===== src/rtl/lstm_fx_pkg.sv =====
// Shared fixed-point helpers for the LSTM datapath: default widths, range limits and a
// saturating adder that works on sign-extended operands.
package lstm_fx_pkg;

   localparam int unsigned DATA_W_DEF = 16;
   localparam int unsigned FRAC_W_DEF = 12;

   // Operands are sign-extended into this width, so any w up to FX_MAX_W-1 cannot overflow.
   localparam int unsigned FX_MAX_W = 32;

   typedef logic signed [FX_MAX_W-1:0] fx_wide_t;

   typedef struct packed {
      logic     sat;
      fx_wide_t val;
   } fx_sat_t;

   function automatic fx_wide_t fx_max(input int unsigned w);
      fx_wide_t one;
      one = fx_wide_t'(1);
      return (one <<< (w - 1)) - one;
   endfunction

   function automatic fx_wide_t fx_min(input int unsigned w);
      fx_wide_t one;
      one = fx_wide_t'(1);
      return -(one <<< (w - 1));
   endfunction

   function automatic fx_sat_t sat_add(input fx_wide_t a, input fx_wide_t b, input int unsigned w);
      fx_sat_t  r;
      fx_wide_t s;
      s     = a + b;
      r.sat = 1'b1;
      if (s > fx_max(w)) begin
         r.val = fx_max(w);
      end else if (s < fx_min(w)) begin
         r.val = fx_min(w);
      end else begin
         r.val = s;
         r.sat = 1'b0;
      end
      return r;
   endfunction

endpackage


===== src/rtl/bias_sat_lane.sv =====
// One lane of the bias adder: sign-extend data and bias, add, then saturate when
// BIAS_ADD_SAT_EN is defined or wrap to DATA_W bits otherwise.
module bias_sat_lane
   import lstm_fx_pkg::*;
#(
   parameter int unsigned DATA_W = DATA_W_DEF,
   parameter int unsigned BIAS_W = 16
) (
   input  logic [DATA_W-1:0] data,
   input  logic [BIAS_W-1:0] bias,
   output logic [DATA_W-1:0] result,
   output logic              sat
);

   fx_wide_t data_ext;
   fx_wide_t bias_ext;
   fx_sat_t  r;
   logic     unused_hi;

   assign data_ext = fx_wide_t'($signed(data));
   assign bias_ext = fx_wide_t'($signed(bias));

`ifdef BIAS_ADD_SAT_EN
   assign r = sat_add(data_ext, bias_ext, DATA_W);
`else
   assign r = '{sat: 1'b0, val: data_ext + bias_ext};
`endif

   assign result    = r.val[DATA_W-1:0];
   assign sat       = r.sat;
   assign unused_hi = ^r.val[FX_MAX_W-1:DATA_W];

endmodule


===== src/rtl/bias_add_pipe.sv =====
// Two-stage valid/ready bias adder with a per-neuron bias store; lane saturation is
// enabled by defining BIAS_ADD_SAT_EN.
module bias_add_pipe
   import lstm_fx_pkg::*;
#(
   parameter int unsigned DATA_W  = DATA_W_DEF,
   parameter int unsigned FRAC_W  = FRAC_W_DEF,
   parameter int unsigned BIAS_W  = 16,
   parameter int unsigned LANES   = 4,
   parameter int unsigned NEURONS = 32
) (
   input  logic                       clk,
   input  logic                       rst,
   input  logic                       in_valid,
   output logic                       in_ready,
   input  logic [LANES*DATA_W-1:0]    in_data,
   input  logic                       in_last,
   input  logic                       bias_we,
   input  logic [$clog2(NEURONS)-1:0] bias_addr,
   input  logic [LANES*BIAS_W-1:0]    bias_wdata,
   output logic                       out_valid,
   input  logic                       out_ready,
   output logic [LANES*DATA_W-1:0]    out_data,
   output logic                       out_last,
   output logic [LANES-1:0]           out_sat
);

   localparam int unsigned AW = $clog2(NEURONS);
   localparam logic [AW-1:0] IdxMax = AW'(NEURONS - 1);

   if (BIAS_W > DATA_W || FRAC_W >= DATA_W || DATA_W >= FX_MAX_W) begin : g_param_err
      $error("bias_add_pipe: unsupported DATA_W/FRAC_W/BIAS_W combination");
   end

   logic                    adv;
   logic                    accept;
   logic [AW-1:0]           idx_q, idx_d;
   logic                    s1_valid_q;
   logic [LANES*DATA_W-1:0] s1_data_q;
   logic                    s1_last_q;
   logic [LANES*BIAS_W-1:0] s1_bias_q;
   logic [LANES*BIAS_W-1:0] bias_mem [NEURONS];
   logic [LANES*DATA_W-1:0] sum_data;
   logic [LANES-1:0]        sum_sat;

   // Whole pipeline moves together; in_ready never depends on in_valid.
   assign adv      = !out_valid || out_ready;
   assign in_ready = adv;
   assign accept   = in_valid && adv;

   always_comb begin
      idx_d = idx_q;
      if (accept) begin
         idx_d = (in_last || idx_q == IdxMax) ? '0 : idx_q + 1'b1;
      end
   end

   always_ff @(posedge clk) begin
      if (!rst) begin
         idx_q      <= '0;
         s1_valid_q <= 1'b0;
         s1_data_q  <= '0;
         s1_last_q  <= 1'b0;
         out_valid  <= 1'b0;
         out_data   <= '0;
         out_last   <= 1'b0;
         out_sat    <= '0;
      end else begin
         idx_q <= idx_d;
         if (adv) begin
            s1_valid_q <= in_valid;
            if (in_valid) begin
               s1_data_q <= in_data;
               s1_last_q <= in_last;
            end
            out_valid <= s1_valid_q;
            if (s1_valid_q) begin
               out_data <= sum_data;
               out_last <= s1_last_q;
               out_sat  <= sum_sat;
            end
         end
      end
   end

   // Bias store is never reset; nonblocking write/read gives read-first on collision.
   always_ff @(posedge clk) begin
      if (bias_we) begin
         bias_mem[bias_addr] <= bias_wdata;
      end
   end

   always_ff @(posedge clk) begin
      if (accept) begin
         s1_bias_q <= bias_mem[idx_q];
      end
   end

   for (genvar i = 0; i < LANES; i++) begin : g_lane
      bias_sat_lane #(
         .DATA_W(DATA_W),
         .BIAS_W(BIAS_W)
      ) u_lane (
         .data  (s1_data_q[i*DATA_W +: DATA_W]),
         .bias  (s1_bias_q[i*BIAS_W +: BIAS_W]),
         .result(sum_data[i*DATA_W +: DATA_W]),
         .sat   (sum_sat[i])
      );
   end

endmodule


===== config.mk =====
export PLATFORM = sky130hd
export DESIGN_NAME = bias_add_pipe
export DESIGN_NICKNAME = d
export VERILOG_FILES = /design/src/rtl/lstm_fx_pkg.sv /design/src/rtl/bias_sat_lane.sv /design/src/rtl/bias_add_pipe.sv
export SDC_FILE = /design/constraint.sdc
export NUM_CORES = 2
export LEC_CHECK = 0
export CAP_MARGIN = 20
export CORE_MARGIN = 2
export CORE_UTILIZATION = 55
export DETAILED_ROUTE_END_ITERATION = 6
export PLACE_DENSITY = 0.72
export RECOVER_POWER = 100
export SYNTH_ARGS = -nofsm -noshare
export SYNTH_HDL_FRONTEND = slang
export SYNTH_SLANG_ARGS = --single-unit

===== constraint.sdc =====
create_clock -name clk -period 13.5 [get_ports clk]
set_clock_uncertainty 0.15 [all_clocks]
set_input_delay 4.05 -clock clk [delete_from_list [all_inputs] [get_ports clk]]
set_output_delay 4.05 -clock clk [all_outputs]
set_load 0.05 [all_outputs]

==> results.md <==
- Most frequent cells in the layout: edfxtp_1, mux4_2, nand2_1, clkbuf_16, a21oi_1
- Post-Syn Area: approximately 87000 um^2
- Slew Viols, Final: approximately 2800
- Worst-Margin Slew: roughly 7400 ps
- Design area: around 98000 um^2
- Synth warn: 0
- Largest family of logic cells by synthesized area: multiplexers
- R2r setup slk: approximately 3500 ps
- Total wire length: 212.5 mm
- Most common cell after layout, fill and taps aside: edfxtp_1
- Arrival @ worst endpoint: roughly 11000 ps
- Final setup violating endpoints: 0
- Clk sink count: around 2200
- EDFF count, synth: between 2000 and 2500
- Period Utilization, post-route: roughly four fifths
- Min-Delay Path Class: reg -> reg
- Setup bufs post-CTS: 0
- CTS Buf Count: about 210
- Clock buffer depth: 3
- IR drop worst, VDD: 0.0001230 V
- Max FO, Critical Path: 40
- GRT Residual Overflow: 0
- Detailed-route DRC error count: 0
- Post-DP HPWL: approximately 120 mm
- FP Rows: roughly 150
- Die Wd: roughly 400 um
- Core area: 156600 um^2
- Via density: roughly 6.5
- Die height: ~400 um
- Initial DRC Count: 5083
- RSZ-0062 raised after global routing: no
- Yosys reg bits: between 2000 and 2500
- Vias in the first global route: approximately 42000
- F_max: roughly 0.094 GHz
- Wirelength per Cell: about 33 um
- Gr usage total: 26.51%
- Largest net degree at the start of global routing: 148
- Post-synthesis cell type count: 59
- Layout cell share with drive strength beyond 1: a little under a quarter
- Post-synthesis simple-gate area fraction: 1.933%
- Leakage: between 30 and 40 nW
- Die area: ~160000 um^2
- Adder-Cell Fraction of Synth Area: less than 1%
- Seq/Total Area, Yosys: about three quarters
- CTS tree: built
- CP max-delay cell: clkbuf_1
- Post-synthesis cell count: 3950
- XOR/XNOR Fraction of Synth Area: 0.3933%
- Fillers: between 10000 and 15000
- Predominant post-synthesis flop cell: edfxtp_1
- H-tree depth: 4
- # hold bufs at CTS: 0
- Area leader, netlist: edfxtp_1
- Worst hold slack: between 300 and 400 ps
- Port bufs: around 210
- Antenna violation net count after detailed routing: 0
- Clock transition at the registers of the reported paths: 60 ps
- Most used cell, CP: clkbuf_1
- Status: complete, but fails checks
- Starting Density: between 50% and 60%
- Later-pin clock latency in the skew report: 850 ps
- Post-place instance area: approximately 92000 um^2
- First-pass GRT wire length: roughly 300 mm
- Worst rel slew slack: -393.5%
- Cts repair resizes: 0
- Clock root buffer: clkbuf_16
- Min Tclk post-route: 10650 ps
- IO Count: 210
- Area Overhead vs Synth: 13.14%
- Share of the synthesized area in the top cell type: between 70% and 80%
- CP max stage delay: between 2000 and 3000 ps
- Kind of start point of the critical path: input port
- Async SR Flop Fraction: 0%
- Vias: about 42000
- Crit-path cells: dlygate4sd3_1, or3b_1, nor2_1, clkbuf_1, clkbuf_1
- Gp weighted congestion: 0.8154
- CP Class: in -> reg
- Final net count: ~4500
- Compound-Gate Fraction of Synth Area: roughly 2.0%
- PwrDens: ~150 nW/um^2
- Final Hold Vio Count: 0
- DRT Pass-1 Iters: 7
- Post-synthesis average cell area: between 20 and 25 um^2
- Max cap viols: 78
- Setup TNS: 0 ps
- Mux cell area share after synthesis: approximately 17%
- Initial antenna violation count: 45
- Synth top area cells: edfxtp_1, mux4_2, dfxtp_1
- Critical Path Sink Type: flip-flop
- Post-layout util: between 60% and 70%
- Failing checks: capacitance limit, slew limit
- Worst Path Required: approximately 14000 ps
per-stage QoR:
stage	power, mW	instances	setup slack [ps]
final	14.54	6525	2848
after global routing	14.93	6518	2281
after CTS	14.60	6478	3723
after detailed placement	8.687	6087	3725
after global placement	8.666	6086	3704
after floorplan	8.363	3953	4846
final cells by class:
type	count	area [um^2]	share of cell area, %
Multi-Input combinational cell	1487	19840	20.19
Sequential cell	2249	66180	67.35
Antenna cell	8	20.02	0.02037
Clock inverter	130	1411	1.436
Tap cell	2058	2575	2.621
Timing Repair Buffer	318	2592	2.638
Clock buffer	261	5589	5.688
Inverter	14	58.81	0.05985
metal layers:
layer | routed length (um) | share of wire, % | track usage, %
met5 | 221 | 0.10 | 0
met3 | 27020 | 13 | 9.620
met4 | 5285 | 2.5 | 6.680
met2 | 99620 | 47 | 40.30
met1 | 80350 | 38 | 36.96
worst paths after layout:
path / from / to / cells after the start
worst max-delay path: bias_addr[1] / bias_mem[24][42] / 5
worst min-delay path: out_data[4] / out_data[4] / 2
worst max register to register: idx_q[0] / s1_bias_q[42] / 5
worst min register to register: out_data[4] / out_data[4] / 2
synthesized netlist by cell type (3+ instances only):
master and count:
nand3b_1 7, a31o_2 5, a21o_1 28, buf_2 43, and3_1 7, o211ai_1 7, dfxtp_1 137, xnor2_1 24
nand2_1 235, ha_1 62, a31oi_1 10, a211oi_1 9, o21bai_1 5, o2111ai_1 4, inv_1 13, o21a_1 6
edfxtp_1 2112, clkbuf_1 118, mux4_2 640, nand4_1 9, fa_1 4, nor2_1 61, nand3_1 34, a21oi_1 143
a211o_1 4, xor2_1 15, and2_1 5, o31ai_1 4, or3_1 10, nor3_1 5, mux2_2 64, o21ai_0 32
or3b_2 3, nor2b_1 6, mux2i_1 4, buf_1 29, a221o_1 3, buf_6 4, buf_4 9
power breakdown:
group / internal (mW) / total (mW) / switching [mW]
sequential: 7.75 / 7.79 / 0.0451
clock: 3.41 / 5.99 / 2.58
combinational: 0.301 / 0.755 / 0.454
total: 11.5 / 14.5 / 3.08
critical path: cells and delay by family:
kind                   cells  cell delay [ps]
buffers and inverters      3             4460
AND/OR/NAND/NOR            2             2250
logic make-up (layout without fill, tap and decap cells):
logic type               count (synthesis)  in the layout
XOR/XNOR                                39             39
other                                    1             12
AND/OR/NAND/NOR                        390            390
flip-flops                            2249           2249
multiplexers                           708            708
buffers and inverters                  217            723
AO/OA/AOI/OAI                          280            280
adder cells (fa/ha/maj)                 66             66
sequential cells by signal, indices dropped and copies added (netlist names):
signal,cells
bias_mem,2048
out_data,64
s1_bias_q,64
s1_data_q,64
idx_q,5
out_last,1
out_valid,1
s1_last_q,1
s1_valid_q,1
(Power assumes the default switching activity.)
